`src/rtl/mem_port_arbiter_if.sv`:
```
// Bundles the two requester ports and the shared Memory port of mem_port_arbiter.
// slave is the arbiter's view; master is the environment (Core, loader and Memory).
interface mem_port_arbiter_if #(
   parameter int unsigned DATA_W = 32,
   parameter int unsigned ADDR_W = 32
);
   logic              req0_i;
   logic              we0_i;
   logic [ADDR_W-1:0] addr0_i;
   logic [DATA_W-1:0] wdata0_i;
   logic [DATA_W-1:0] rdata0_o;
   logic              ack0_o;
   logic              err0_o;

   logic              req1_i;
   logic              we1_i;
   logic [ADDR_W-1:0] addr1_i;
   logic [DATA_W-1:0] wdata1_i;
   logic [DATA_W-1:0] rdata1_o;
   logic              ack1_o;
   logic              err1_o;

   logic              mem_rd_en_o;
   logic              mem_wr_en_o;
   logic [ADDR_W-1:0] mem_addr_o;
   logic [DATA_W-1:0] mem_data_o;
   logic [DATA_W-1:0] mem_data_i;
   logic              mem_ack_i;
   logic              busy_o;

   modport slave (
      input  req0_i, we0_i, addr0_i, wdata0_i,
      input  req1_i, we1_i, addr1_i, wdata1_i,
      input  mem_data_i, mem_ack_i,
      output rdata0_o, ack0_o, err0_o,
      output rdata1_o, ack1_o, err1_o,
      output mem_rd_en_o, mem_wr_en_o, mem_addr_o, mem_data_o, busy_o
   );

   modport master (
      output req0_i, we0_i, addr0_i, wdata0_i,
      output req1_i, we1_i, addr1_i, wdata1_i,
      output mem_data_i, mem_ack_i,
      input  rdata0_o, ack0_o, err0_o,
      input  rdata1_o, ack1_o, err1_o,
      input  mem_rd_en_o, mem_wr_en_o, mem_addr_o, mem_data_o, busy_o
   );
endinterface

```
`src/rtl/mem_port_arbiter.sv`:
```
// Round-robin arbiter sharing one Memory port between the Core (port 0) and a
// loader/debug master (port 1), one transaction at a time, with an ack timeout.
module mem_port_arbiter #(
   parameter int unsigned DATA_W  = 32,
   parameter int unsigned ADDR_W  = 32,
   parameter int unsigned TIMEOUT = 16
) (
   input  logic                clk,
   input  logic                rst,
   mem_port_arbiter_if.slave   bus
);

   localparam int unsigned CNT_W = (TIMEOUT > 2) ? $clog2(TIMEOUT) : 1;

   typedef enum logic [1:0] {
      IDLE  = 2'd0,
      ISSUE = 2'd1,
      WAIT  = 2'd2,
      RESP  = 2'd3
   } state_t;

   state_t            state;
   state_t            state_next;

   logic              grant;
   logic              grant_id;
   logic              timeout;

   logic              id_q;
   logic              we_q;
   logic              last_grant_q;
   logic [CNT_W-1:0]  cnt_q;

   logic              we_d;
   logic              rd_en_d;
   logic              wr_en_d;
   logic              ack0_d;
   logic              ack1_d;
   logic              err0_d;
   logic              err1_d;
   logic              busy_d;
   logic [ADDR_W-1:0] addr_d;
   logic [DATA_W-1:0] wdata_d;
   logic [DATA_W-1:0] capture_d;

   // State register
   always_ff @(posedge clk) begin
      if (rst) begin
         state <= IDLE;
      end else begin
         state <= state_next;
      end
   end

   // Next state: round-robin grant in IDLE, ack-or-timeout exit from WAIT
   always_comb begin
      state_next = state;
      grant      = 1'b0;
      grant_id   = 1'b0;
      timeout    = 1'b0;
      case (state)
         IDLE: begin
            if (bus.req0_i || bus.req1_i) begin
               grant      = 1'b1;
               grant_id   = bus.req1_i && (!bus.req0_i || !last_grant_q);
               state_next = ISSUE;
            end
         end
         ISSUE: begin
            state_next = bus.mem_ack_i ? RESP : WAIT;
         end
         WAIT: begin
            if (bus.mem_ack_i) begin
               state_next = RESP;
            end else if (cnt_q == CNT_W'(TIMEOUT - 1)) begin
               state_next = RESP;
               timeout    = 1'b1;
            end
         end
         RESP: begin
            state_next = IDLE;
         end
         default: begin
            state_next = IDLE;
         end
      endcase
   end

   // Output decode: next values of every registered output
   always_comb begin
      we_d    = we_q;
      addr_d  = bus.mem_addr_o;
      wdata_d = bus.mem_data_o;
      if (grant) begin
         we_d    = grant_id ? bus.we1_i    : bus.we0_i;
         addr_d  = grant_id ? bus.addr1_i  : bus.addr0_i;
         wdata_d = grant_id ? bus.wdata1_i : bus.wdata0_i;
      end
      rd_en_d   = (state_next == ISSUE) && !we_d;
      wr_en_d   = (state_next == ISSUE) && we_d;
      ack0_d    = (state_next == RESP) && !id_q;
      ack1_d    = (state_next == RESP) && id_q;
      err0_d    = timeout && !id_q;
      err1_d    = timeout && id_q;
      busy_d    = (state_next != IDLE);
      capture_d = timeout ? '0 : bus.mem_data_i;
   end

   // Latched request, counter, read-data capture and output registers
   always_ff @(posedge clk) begin
      if (rst) begin
         id_q            <= 1'b0;
         we_q            <= 1'b0;
         last_grant_q    <= 1'b1;
         cnt_q           <= '0;
         bus.mem_rd_en_o <= 1'b0;
         bus.mem_wr_en_o <= 1'b0;
         bus.mem_addr_o  <= '0;
         bus.mem_data_o  <= '0;
         bus.ack0_o      <= 1'b0;
         bus.ack1_o      <= 1'b0;
         bus.err0_o      <= 1'b0;
         bus.err1_o      <= 1'b0;
         bus.rdata0_o    <= '0;
         bus.rdata1_o    <= '0;
         bus.busy_o      <= 1'b0;
      end else begin
         if (grant) begin
            id_q <= grant_id;
         end
         we_q            <= we_d;
         bus.mem_addr_o  <= addr_d;
         bus.mem_data_o  <= wdata_d;
         bus.mem_rd_en_o <= rd_en_d;
         bus.mem_wr_en_o <= wr_en_d;
         bus.ack0_o      <= ack0_d;
         bus.ack1_o      <= ack1_d;
         bus.err0_o      <= err0_d;
         bus.err1_o      <= err1_d;
         bus.busy_o      <= busy_d;
         cnt_q <= (state == WAIT && state_next == WAIT) ? cnt_q + CNT_W'(1) : '0;
         // Writes keep rdata; reads load Memory data, or zero on timeout
         if (state_next == RESP) begin
            last_grant_q <= id_q;
            if (!we_q && !id_q) begin
               bus.rdata0_o <= capture_d;
            end
            if (!we_q && id_q) begin
               bus.rdata1_o <= capture_d;
            end
         end
      end
   end

endmodule
```
`src/flat_wrapper.sv`:
```
// flat-port wrapper written by rule: the top's interface ports become plain ports
module mem_port_arbiter_flat 
#(
   parameter int unsigned DATA_W  = 32,
   parameter int unsigned ADDR_W  = 32,
   parameter int unsigned TIMEOUT = 16
)
  (clk, rst, bus_req0_i, bus_we0_i, bus_addr0_i, bus_wdata0_i, bus_req1_i, bus_we1_i, bus_addr1_i, bus_wdata1_i, bus_mem_data_i, bus_mem_ack_i, bus_rdata0_o, bus_ack0_o, bus_err0_o, bus_rdata1_o, bus_ack1_o, bus_err1_o, bus_mem_rd_en_o, bus_mem_wr_en_o, bus_mem_addr_o, bus_mem_data_o, bus_busy_o);
  mem_port_arbiter_if #(.DATA_W(DATA_W), .ADDR_W(ADDR_W)) bus_i ();
  input  logic clk;
  input  logic rst;
  input wire logic [$bits(bus_i.req0_i)-1:0] bus_req0_i;
  input wire logic [$bits(bus_i.we0_i)-1:0] bus_we0_i;
  input wire logic [$bits(bus_i.addr0_i)-1:0] bus_addr0_i;
  input wire logic [$bits(bus_i.wdata0_i)-1:0] bus_wdata0_i;
  input wire logic [$bits(bus_i.req1_i)-1:0] bus_req1_i;
  input wire logic [$bits(bus_i.we1_i)-1:0] bus_we1_i;
  input wire logic [$bits(bus_i.addr1_i)-1:0] bus_addr1_i;
  input wire logic [$bits(bus_i.wdata1_i)-1:0] bus_wdata1_i;
  input wire logic [$bits(bus_i.mem_data_i)-1:0] bus_mem_data_i;
  input wire logic [$bits(bus_i.mem_ack_i)-1:0] bus_mem_ack_i;
  output wire logic [$bits(bus_i.rdata0_o)-1:0] bus_rdata0_o;
  output wire logic [$bits(bus_i.ack0_o)-1:0] bus_ack0_o;
  output wire logic [$bits(bus_i.err0_o)-1:0] bus_err0_o;
  output wire logic [$bits(bus_i.rdata1_o)-1:0] bus_rdata1_o;
  output wire logic [$bits(bus_i.ack1_o)-1:0] bus_ack1_o;
  output wire logic [$bits(bus_i.err1_o)-1:0] bus_err1_o;
  output wire logic [$bits(bus_i.mem_rd_en_o)-1:0] bus_mem_rd_en_o;
  output wire logic [$bits(bus_i.mem_wr_en_o)-1:0] bus_mem_wr_en_o;
  output wire logic [$bits(bus_i.mem_addr_o)-1:0] bus_mem_addr_o;
  output wire logic [$bits(bus_i.mem_data_o)-1:0] bus_mem_data_o;
  output wire logic [$bits(bus_i.busy_o)-1:0] bus_busy_o;
  assign bus_i.req0_i = bus_req0_i;
  assign bus_i.we0_i = bus_we0_i;
  assign bus_i.addr0_i = bus_addr0_i;
  assign bus_i.wdata0_i = bus_wdata0_i;
  assign bus_i.req1_i = bus_req1_i;
  assign bus_i.we1_i = bus_we1_i;
  assign bus_i.addr1_i = bus_addr1_i;
  assign bus_i.wdata1_i = bus_wdata1_i;
  assign bus_i.mem_data_i = bus_mem_data_i;
  assign bus_i.mem_ack_i = bus_mem_ack_i;
  assign bus_rdata0_o = bus_i.rdata0_o;
  assign bus_ack0_o = bus_i.ack0_o;
  assign bus_err0_o = bus_i.err0_o;
  assign bus_rdata1_o = bus_i.rdata1_o;
  assign bus_ack1_o = bus_i.ack1_o;
  assign bus_err1_o = bus_i.err1_o;
  assign bus_mem_rd_en_o = bus_i.mem_rd_en_o;
  assign bus_mem_wr_en_o = bus_i.mem_wr_en_o;
  assign bus_mem_addr_o = bus_i.mem_addr_o;
  assign bus_mem_data_o = bus_i.mem_data_o;
  assign bus_busy_o = bus_i.busy_o;
  mem_port_arbiter #(.DATA_W(DATA_W), .ADDR_W(ADDR_W), .TIMEOUT(TIMEOUT)) u_core (.clk(clk), .rst(rst), .bus(bus_i));
endmodule
```
`config.mk`:
```
export PLATFORM = sky130hd
export DESIGN_NAME = mem_port_arbiter_flat
export DESIGN_NICKNAME = d
export VERILOG_FILES = /design/src/rtl/mem_port_arbiter_if.sv /design/src/rtl/mem_port_arbiter.sv /design/src/flat_wrapper.sv
export SDC_FILE = /design/constraint.sdc
export NUM_CORES = 1
export LEC_CHECK = 0
export BUFFER_PORTS_ARGS = -buffer_cell sky130_fd_sc_hd__buf_2
export CORE_MARGIN = 1.5
export CORE_UTILIZATION = 41
export DETAILED_ROUTE_END_ITERATION = 8
export HOLD_SLACK_MARGIN = 0.02
export PLACE_DENSITY = 0.81
export SLEW_MARGIN = 5
export SYNTH_ARGS = -nofsm -noshare
export SYNTH_HDL_FRONTEND = slang
export SYNTH_SLANG_ARGS = --single-unit
export TNS_END_PERCENT = 100
```
`constraint.sdc`:
```
create_clock -name clk -period 1.8 [get_ports clk]
set_input_delay 0.36 -clock clk [delete_from_list [all_inputs] [get_ports clk]]
set_output_delay 0.36 -clock clk [all_outputs]
set_load 0.005 [all_outputs]
```
# Word level (Yosys, flattened, before mapping)
# Index checks and enable logic that the tools add are counted.
[word_totals]
mem_count = 0
reg_bits = 144
in_bits = 167
output_inout_bits = 135
mem_bits_rw = 0
romBits = 0
latchBits = 0
[classes]
addsub = 1
shifts = 0
n_eq_ne = 7
order_cmp = 0
div_mod_pow = 0
reduce_logical = 22
mux = 17
bitwise = 1
multipliers = 0
[ops]
columns = ["operator", "count"]
rows = [
  ["32-bit 2-to-1 mux", 3],
  ["1-bit logical AND", 10],
  ["1-bit 2-to-1 mux", 10],
  ["2-bit == test, second input constant", 4],
  ["2-bit one-hot mux with 4 select lines", 1],
  ["2-bit 2-to-1 mux", 3],
  ["1-bit zero test", 5],
  ["4-bit by 1-bit adder with 4-bit output, second input constant", 1],
  ["2-bit by 1-bit == test with 1-bit output, second input constant", 2],
  ["4-bit == test, second input constant", 1],
  ["2-bit AND reduction", 2],
  ["2-bit zero test", 1],
  ["1-bit logical OR", 2],
  ["2-bit nonzero test", 1],
  ["2-bit OR reduction", 1],
  ["1-bit NOT", 1],
]

# Logic depth before layout (Yosys ltp)
# Gate-level depths: netlist of run 1.
[logic_depth]
ltp_word = 9
mapped_depth = 8
ltp_nobuf = 6

# Worst setup path before layout of run 1
# No wires, ideal clock.
[synth_path]
path_type = "register -> register"
from = "register u_core.state[0]"
to = "register u_core.bus.rdata0_o[10]"
t_arrival_ps = 1758
stages_incl_launch_ff = 9
setup_ps = 116
t_required_ps = 1684
slack_ps = -73
cell_sequence = "dfxtp_1 inv_1 ha_1 nand2b_1 o32ai_4 buf_6 buf_4 a21oi_1 a31o_1"
[synth_via]
elab_chain_len = 5
word_cells_on_any_way = 12
classes_between = "eq/ne (4); mux (6); reduce/logical (2)"
[synth_rtl]
columns = ["element", "line_no", "rtl"]
rows = [
  ["start: declaration", "mem_port_arbiter.sv:22", "state_t state;"],
  ["start signal: assignment", "mem_port_arbiter.sv:51", "state <= state_next;"],
  ["2-bit 2-to-1 mux", "mem_port_arbiter.sv:75", "end else if (cnt_q == CNT_W'(TIMEOUT - 1)) begin"],
  ["2-bit 2-to-1 mux", "mem_port_arbiter.sv:73", "if (bus.mem_ack_i) begin"],
  ["2-bit one-hot mux with 4 select lines", "mem_port_arbiter.sv:61", "case (state)"],
  ["2-bit == test", "mem_port_arbiter.sv:143", "if (state_next == RESP) begin"],
  ["2-bit AND reduction (no line)", "-", ""],
  ["end signal: assignment", "mem_port_arbiter.sv:146", "bus.rdata0_o <= capture_d;"],
  ["end: declaration", "mem_port_arbiter_if.sv:35", "output rdata0_o, ack0_o, err0_o,"],
]
# Parallel ways exist; a longest one is shown, timed or not.
# A chain may end at the register's enable or synchronous reset.

# Worst setup path in the final report of run 1
[layout_path]
from = "register u_core.state[0]"
to = "register u_core.bus.rdata0_o[18]"
[layout_via]
word_cells_on_any_way = 12
classes_between = "eq/ne (4); mux (6); reduce/logical (2)"
[layout_lines]
columns = ["element", "line_no", "rtl"]
rows = [
  ["2-bit == test (tied with other cells)", "mem_port_arbiter.sv:61", ""],
  ["2-bit one-hot mux with 4 select lines (*)", "mem_port_arbiter.sv:61", ""],
  ["net u_core.state_next[1]", "mem_port_arbiter.sv:23", "state_t state_next;"],
  ["2-bit == test (*)", "mem_port_arbiter.sv:143", ""],
  ["2-bit AND reduction (no line) (*)", "-", ""],
]
# Mark *: on every way through the listed nets, which the timed path passes. The rest lies on a longest branch.

==> reports/qor.csv, run 1 <==
stage;metric;value;unit
critical_path;CP required;2.15;ns
synthesis;synth top area cells;dfxtp_1, a21oi_1, a31o_1;
pwr;Pwr per Cell Area;1300;nW/um^2
cts;Root Driver;clkbuf_16;
cts;clk buf depth;2;
global_route;first-pass GRT wire length;30.5;mm
drt;Detailed Route WL;20.0;mm
run;Max-Cap Viols;0;
floorplan;Core ar.;14500;sq um
cts;htree depth;4;
synthesis;area leader, netlist;dfxtp_1;
floorplan;Die W;124;um
sta;Worst Tran Pin Value;0.390;ns
pwr;worst ir drop on vdd;745;uV
global_route;total track usage;0.243;
synthesis;Yosys top cell area share;0.476;
floorplan;Initial Utilization;0.418;
cts;hold_buf cts;0;
synthesis;Top FF cell, synth;dfxtp_1;
cts;worst skew pair latency;0.41;ns
sta;final hold slack;0.184;ns
hold_path;Hold Path Class;input pin to flop;
place;DP Area;7920;sq um
synthesis;Mapped Avg Cell Area;9.21;sq um
drt;drt wl/cell;17.2;um
layout;share of cells above drive strength 1;0.428;
synthesis;Mapped Nets;828;
cts;Sink Count;144;
critical_path;Startpoint Class;flop;
layout;Finished Core Util;0.607;
synthesis;EDFF count, synth;0;
synthesis;Synth cell types;34;
drt;DR pass1 iterations;6;
sta;Slew Viols, Final;0;
floorplan;DIE AREA;15500;sq um
synthesis;sequential fraction of the synthesis area;0.476;
floorplan;num rows;44;
sta;setup violators final;0;
sta;final worst setup slack;0.00203;ns
synthesis;ys async rst share;0;
drt;# DRC;0;
synthesis;cell area after synthesis;6050;sq um
synthesis;Cells after Synth;657;
global_route;largest net degree at the start of global routing;65;
place;GPL Wtd Cong;0.891;
cts;CTS tree;built;
sta;Clock Skew;0.00716;ns
place;Port Buffers;301;
layout;final net count;1134;
critical_path;Crit. End Element;flop;
sta;Fin. Hold Viols;0;
floorplan;die height;124;um
drt;Vias;6320;
layout;area delta synth->final;45.2;%
sta;Slew HR;0.738;
global_route;vias in the first global route;6057;
sta;Tcrit/Tclk final;0.999;
sta;RSZ-0062 raised after global routing;yes;
synthesis;YS warnings;0;
global_route;grt ovf;0;
synthesis;Synth Register Bits;144;
drt;antenna-violating nets left;0;
global_route;initial antenna violation count;1;
sta;min Tclk post-route;1.80;ns
place;Setup WS pre-CTS;-0.155;ns
run_status;status;finished clean;
drt;vias per cell;5.45;
cts;Reg clk slew, reported paths;0.06;ns
critical_path;Crit Path Max Fanout;9;
floorplan;I/O pin total;302;
sta;Max Clk Rate;556;MHz
layout;design area;8790;sq um
cts;CTS buffer count;17;
drt;Iter 0 DRT Violations;418;
place;post-DP HPWL;13.4;mm
pwr;Lkg Pwr;3.97;nW
critical_path;WS Path Type;flop to flop;
critical_path;Data arrival, critical path;2.15;ns
-- synthesized netlist by cell type (4+ instances only) --
library cell,number
a21oi_1,130
inv_1,4
nand2b_1,65
a31o_1,64
nor2_1,12
clkbuf_1,44
ha_1,4
dfxtp_1,144
nor2b_1,7
o221ai_1,64
buf_2,13
buf_6,9
nand2_1,67
-- through the flow --
step	TNS, ns	std cells	total power (W)
floorplan	0	657	0.00600
global placement	-3.93	1116	0.00747
detailed placement	-6.78	1116	0.00754
CTS	-0.0591	1154	0.0114
global route	-1.68	1160	0.0120
finish	0	1160	0.0115
-- repair_timing --
action,CTS,global route
pin swaps,5,28
cloned,5,5
setup endpoints to repair,65,71
resized for setup,24,14
buffers inserted,2,1
-- layer usage --
metal  vias to the layer above  global-route usage  share of wire
met5                         -                   0              0
met4                         0               0.115          0.030
met3                        42              0.0692          0.077
met2                       298               0.407           0.49
met1                      2947               0.288           0.40
li1                       3033                   -              -
-- area by class of cell --
class                   count  area (sq um)
fillers                  1250          5690
clock buffers              23           488
repair buffers            356          2140
inverters                   4          17.5
diodes                      1          2.50
multi-input cells         440          2920
flip-flops and latches    144          2890
clock inverters             8           103
well taps                 184           230
-- worst max-delay path, stage by stage, from the launching register on --
cell	delay (ns)
dfxtp_4	0.37
inv_4	0.05
ha_4	0.29
nand2b_4	0.06
o32ai_4	0.31
buf_12	0.19
and2_4	0.19
buf_8	0.15
a31o_1	0.15
-- cells in the final DEF (no fill, tap or decap), types with 2 or more instances in the layout --
cell,synthesis,layout
buf_2,13,300
dfxtp_1,144,142
a21oi_1,130,125
nand2_1,67,67
o221ai_1,64,64
nand2b_1,65,64
a31o_1,64,64
buf_4,3,35
clkbuf_16,0,20
nor2_1,12,10
buf_12,0,9
buf_6,9,7
nor2b_1,7,5
a21oi_2,0,5
and2_4,1,4
clkbuf_8,0,4
inv_1,4,2
o31ai_1,2,2
nand3_1,2,2
nor3_1,2,2
ha_4,0,2
ha_2,0,2
clkinv_2,0,2
inv_6,0,2
clkinvlp_4,0,2
bufinv_16,0,2
clkbuf_1,44,2
-- registers in the layout, indices dropped and copies added, names as in the netlist, 2 cells and up --
register               cells
u_core.bus.rdata1_o       32
u_core.bus.mem_addr_o     32
u_core.bus.mem_data_o     32
u_core.state               2
u_core.cnt_q               4
u_core.bus.rdata0_o       32
-- logic make-up after synthesis --
group,count (synthesis),share of synthesized area
muxes,1,0.00186
and+or+nand+nor,162,0.137
adders and majority gates,4,0.00827
buffers and inverters,76,0.0628
DFF,144,0.476
xor gates and xnor gates,2,0.00289
AOI/OAI and AO/OA,268,0.311
-- final timing paths --
kind                                          start                                      to  slack (ns)  cells past startpoint
max                      u_core.state[0]$_SDFF_PP0_    u_core.bus.rdata0_o[18]$_SDFFE_PP0P_       0.002                      8
min                              bus_mem_data_i[14]    u_core.bus.rdata1_o[14]$_SDFFE_PP0P_        0.18                      2
min reg2reg  u_core.bus.mem_data_o[30]$_SDFFE_PP0P_  u_core.bus.mem_data_o[30]$_SDFFE_PP0P_        0.44                      2
max reg2reg              u_core.state[0]$_SDFF_PP0_    u_core.bus.rdata0_o[18]$_SDFFE_PP0P_       0.002                      8
-- power breakdown --
part	switching, W	total (W)	internal [W]
registers	0.000267	0.00400	0.00373
clock network	0.00131	0.00350	0.00219
logic	0.00210	0.00396	0.00186
Note: power is estimated with default switching activity, not from simulation.
==> run 2: changes to the inputs <==
--- a/config.mk
+++ b/config.mk
@@ -6,4 +6,5 @@
 export NUM_CORES = 1
 export LEC_CHECK = 0
+export ABC_CLOCK_PERIOD_IN_PS = 1800
 export BUFFER_PORTS_ARGS = -buffer_cell sky130_fd_sc_hd__buf_2
 export CORE_MARGIN = 1.5
==> constraint.sdc (replaced) <==
create_clock -name clk -period 1.8 [get_ports clk]
set_input_delay 0.27 -clock clk [delete_from_list [all_inputs] [get_ports clk]]
set_output_delay 0.27 -clock clk [all_outputs]
set_load 0.005 [all_outputs]
==> reports/qor.csv, run 2 (synthesis gave the netlist of run 1 again) <==
stage;metric;value;unit
critical_path;cell family with most CP delay;compound AO/OA/AOI/OAI gates;
sta;Fin. Hold Viols;0;
critical_path;Crit. End Element;flop;
layout;register area;2890;sq um
sta;Slew HR;0.740;
sta;setup violators final;0;
layout;multi-input logic area;2950;sq um
cts;Sink Count;144;
floorplan;Initial Utilization;0.418;
cts;Root Driver;clkbuf_16;
critical_path;CP required;2.11;ns
pwr;worst ir drop on vdd;1090;uV
drt;Iter 0 DRT Violations;422;
sta;final worst setup slack;0.0118;ns
critical_path;Crit-path slowest cell;dfxtp_2;
pwr;Clk pwr share;0.308;
sta;Worst Tran Pin Value;0.387;ns
drt;drt wl/cell;17.0;um
drt;antenna-violating nets left;0;
critical_path;Buf/Inv on CP;2;
sta;Tcrit/Tclk final;0.993;
critical_path;Startpoint Class;flop;
hold_path;Hold Path Class;input pin to flop;
sta;min Tclk post-route;1.79;ns
critical_path;Crit Path Max Fanout;8;
cts;Reg clk slew, reported paths;0.07;ns
run;Max-Cap Viols;0;
drt;Detailed Route WL;19.5;mm
pwr;Pwr per Cell Area;1310;nW/um^2
place;placed cells;1102;
global_route;first-pass GRT wire length;30.1;mm
cts;CTS tree;built;
drt;# DRC;0;
cts;htree depth;4;
pwr;Sw Pwr;0.00377;W
place;DP Area;7830;sq um
pwr;Lkg Pwr;3.92;nW
global_route;largest net degree at the start of global routing;65;
layout;area delta synth->final;44.4;%
place;Port Buffers;301;
floorplan;Die W;124;um
floorplan;I/O pin total;302;
floorplan;Core ar.;14500;sq um
cts;clk buf depth;2;
drt;Vias;6255;
critical_path;Crit path largest cell delay;0.33;ns
sta;Slew Viols, Final;0;
layout;most frequent cells in the layout;buf_2, dfxtp_1, a21oi_1;
floorplan;die height;124;um
global_route;grt ovf;0;
drt;DR pass1 iterations;5;
pwr;Cell Int Power;0.00764;W
critical_path;most frequent CP cell;buf_6;
floorplan;num rows;44;
global_route;total track usage;0.241;
place;GPL Wtd Cong;0.854;
sta;final hold slack;0.0848;ns
cts;hold_buf cts;0;
pwr;combinational share of power;0.341;
layout;final net count;1120;
sta;RSZ-0062 raised after global routing;yes;
layout;final cell count without fillers;1149;
place;post-DP HPWL;13.1;mm
cts;CTS buffer count;17;
pwr;Tot Pwr;0.0114;W
layout;commonest non-fill, non-tap cell in the layout;buf_2;
critical_path;Data arrival, critical path;2.10;ns
critical_path;WS Path Type;flop to flop;
drt;vias per cell;5.44;
cts;worst skew pair latency;0.42;ns
sta;Clock Skew;0.00889;ns
pwr;Seq pwr share;0.351;
global_route;initial antenna violation count;2;
run_status;status;finished clean;
sta;Max Clk Rate;559;MHz
layout;fillers;1248;
place;Setup WS pre-CTS;-0.167;ns
global_route;vias in the first global route;5811;
layout;share of cells above drive strength 1;0.426;
floorplan;DIE AREA;15500;sq um
layout;design area;8740;sq um
critical_path;worst path cell trace;ha_4 > a311oi_4 > o32ai_4 > buf_6 > buf_6 > and2_4 > a31o_1;
pwr;sw frac;0.331;
==> run 2: changes by cell type in the layout (fill, tap and decap cells not counted), sizes merged <==
cell | before | now
diode | 1 | 3
clkinvlp | 2 | 1
clkinv | 2 | 6
inv | 6 | 9
buf | 353 | 340
clkbuf | 26 | 20
==> run 2: repair_timing <==
item                       CTS  global route
pin swaps                   17             6
buffers inserted             4             2
gates resized for setup     29            10
setup endpoints to repair   64            67
cloned                       5             2
==> run 2: worst paths after layout <==
path	cells after the start	start	to	slack, ns
worst max-delay path	7	u_core.cnt_q[1]$_SDFF_PP0_	u_core.bus.rdata1_o[27]$_SDFFE_PP0P_	0.01
worst min-delay path	2	bus_mem_data_i[1]	u_core.bus.rdata0_o[1]$_SDFFE_PP0P_	0.08
worst max register to register	7	u_core.cnt_q[1]$_SDFF_PP0_	u_core.bus.rdata1_o[27]$_SDFFE_PP0P_	0.01
worst min register to register	2	u_core.bus.mem_addr_o[11]$_SDFFE_PP0P_	u_core.bus.mem_addr_o[11]$_SDFFE_PP0P_	0.45
==> run 2: metrics by stage <==
stage	TNS [ns]	util
global route	-1.09	0.604
detailed placement	-8.46	0.540
CTS	-0.0179	0.595
global placement	-3.23	0.540
finish	0	0.604
floorplan	0	-
==> run 2: area by class of cell <==
class | instances | share of cell area
sequential | 144 | 0.330
antenna | 3 | 0.000859
clock buffer | 18 | 0.0502
clock inverter | 14 | 0.0177
timing repair buffer | 342 | 0.235
inverter | 4 | 0.00172
tap | 184 | 0.0263
multi-input combinational | 440 | 0.337
==> run 2: per-layer routing <==
layer  wire [um]  share of wire  track usage
met5           0              0            0
met4         570          0.029        0.107
met3        1600          0.082       0.0717
met2        9660           0.50        0.404
met1        7680           0.39        0.285
==> run 2: power groups by stage <==
stage               Sequential, W  Clock, W  Combinational [W]
floorplan                 0.00410         0            0.00190
global placement          0.00404         0            0.00327
detailed placement        0.00406         0            0.00331
CTS                       0.00400   0.00359            0.00370
global route              0.00406   0.00372            0.00420
finish                    0.00401   0.00352            0.00389
==> run 3: changes to the inputs <==
Settings changed: MAX_ROUTING_LAYER set to met4.
==> reports/qor.csv, run 3 (synthesis gave the netlist of run 1 again) <==
stage;metric;value;unit
cts;CTS buffer count;17;
hold_path;Hold Path Class;input pin to flop;
hold_path;hold depth;2;
layout;commonest non-fill, non-tap cell in the layout;buf_2;
sta;RSZ-0062 raised after global routing;yes;
place;GPL Wtd Cong;0.868;
global_route;first-pass GRT wire length;30.1;mm
sta;Clock Skew;0.0119;ns
layout;area delta synth->final;44.0;%
pwr;Lkg Pwr;3.90;nW
floorplan;die height;124;um
floorplan;Core ar.;14500;sq um
sta;Max Clk Rate;557;MHz
global_route;grt ovf;0;
sta;Worst Tran Pin Value;0.386;ns
global_route;vias in the first global route;5820;
sta;Tcrit/Tclk final;0.997;
pwr;Pwr per Cell Area;1300;nW/um^2
pwr;worst ir drop on vdd;1100;uV
floorplan;I/O pin total;302;
drt;vias per cell;5.43;
place;Port Buffers;301;
critical_path;Crit Path Max Fanout;8;
layout;most frequent cells in the layout;buf_2, dfxtp_1, a21oi_1;
run;Max-Cap Viols;0;
critical_path;Crit. End Element;flop;
sta;TNS Setup;0;ns
sta;Slew HR;0.741;
global_route;largest net degree at the start of global routing;65;
drt;Vias;6230;
sta;Slew Viols, Final;0;
floorplan;Die W;124;um
place;Setup WS pre-CTS;-0.167;ns
critical_path;Crit path largest cell delay;0.34;ns
hold_path;Hold Path Origin;bus_mem_data_i[1];
layout;fillers;1248;
drt;Detailed Route WL;19.4;mm
critical_path;Buf/Inv on CP;2;
cts;hold_buf cts;0;
drt;DR pass1 iterations;5;
critical_path;worst path cell trace;ha_4 > a311oi_4 > o32ai_4 > buf_6 > buf_6 > and2_4 > a31o_1;
cts;Reg clk slew, reported paths;0.06;ns
critical_path;WS Path Type;flop to flop;
global_route;initial antenna violation count;2;
floorplan;num rows;44;
critical_path;Startpoint Class;flop;
cts;Sink Count;144;
critical_path;RR Startpoint;u_core.cnt_q[1]$_SDFF_PP0_;
drt;drt wl/cell;16.9;um
run_status;status;finished clean;
floorplan;DIE AREA;15500;sq um
critical_path;Register-to-Register Path Depth;7;
cts;CTS tree;built;
layout;final net count;1119;
critical_path;crit path from;u_core.cnt_q[1]$_SDFF_PP0_;
sta;min Tclk post-route;1.79;ns
cts;Root Driver;clkbuf_16;
cts;worst skew pair latency;0.42;ns
place;DP Area;7830;sq um
sta;final hold slack;0.0865;ns
global_route;total track usage;0.249;
drt;# DRC;0;
layout;share of cells above drive strength 1;0.427;
sta;setup violators final;0;
sta;final worst setup slack;0.00537;ns
place;post-DP HPWL;13.1;mm
critical_path;Data arrival, critical path;2.10;ns
floorplan;Initial Utilization;0.418;
critical_path;most frequent CP cell;buf_6;
critical_path;WP depth;7;
critical_path;Crit-path slowest cell;dfxtp_2;
cts;clk buf depth;2;
sta;Fin. Hold Viols;0;
cts;htree depth;4;
critical_path;cell family with most CP delay;compound AO/OA/AOI/OAI gates;
drt;antenna-violating nets left;0;
layout;design area;8720;sq um
critical_path;CP required;2.11;ns
drt;Iter 0 DRT Violations;448;
==> run 3: cell count changes in the layout (fill, tap and decap cells not counted), sizes merged <==
cell,before,now
clkbuf,20,19
diode,3,2
==> run 3: stage by stage <==
step | instances | total power (W) | utilization
6_report | 1147 | 0.0114 | 0.602
2_1_floorplan | 657 | 0.00600 | -
4_1_cts | 1142 | 0.0113 | 0.595
3_5_place_dp | 1102 | 0.00737 | 0.540
3_3_place_gp | 1102 | 0.00731 | 0.540
5_1_grt | 1147 | 0.0119 | 0.602
==> run 3: power by group <==
group | switching, W | internal [W] | leakage (nW)
Sequential | 0.000276 | 0.00373 | 1.18
Combinational | 0.00207 | 0.00176 | 2.43
Clock | 0.00142 | 0.00210 | 0.293
Total | 0.00377 | 0.00759 | 3.90
==> run 3: path summary, 6_finish.rpt <==
kind	slack, ns	to
setup / recovery	0.005	u_core.bus.rdata1_o[27]$_SDFFE_PP0P_
hold / removal	0.09	u_core.bus.rdata1_o[1]$_SDFFE_PP0P_
setup reg to reg	0.005	u_core.bus.rdata1_o[27]$_SDFFE_PP0P_
hold reg to reg	0.45	u_core.bus.mem_addr_o[11]$_SDFFE_PP0P_
==> run 3: timing repair <==
item                                    4_1_cts  5_1_grt
gates cloned                                  5        1
hold endpoints to repair                      0        0
endpoints found under the setup margin       64       67
resized for setup                            29       11
pin swaps                                    17        6
buffers inserted                              4        2
==> run 3: per-layer routing <==
layer	global-route usage	wire, um
met2	0.403	9720
met1	0.293	7850
met4	0.105	541
met3	0.0644	1320
met5	-	0
==> run 3: layout make-up <==
cell class	count	area [sq um]	area share
multi-input combinational	440	2950	0.339
sequential	144	2890	0.331
timing repair buffer	341	2030	0.233
clock buffer	18	439	0.0504
tap	184	230	0.0264
clock inverter	14	155	0.0178
inverter	4	15.0	0.00172
antenna	2	5.00	0.000574
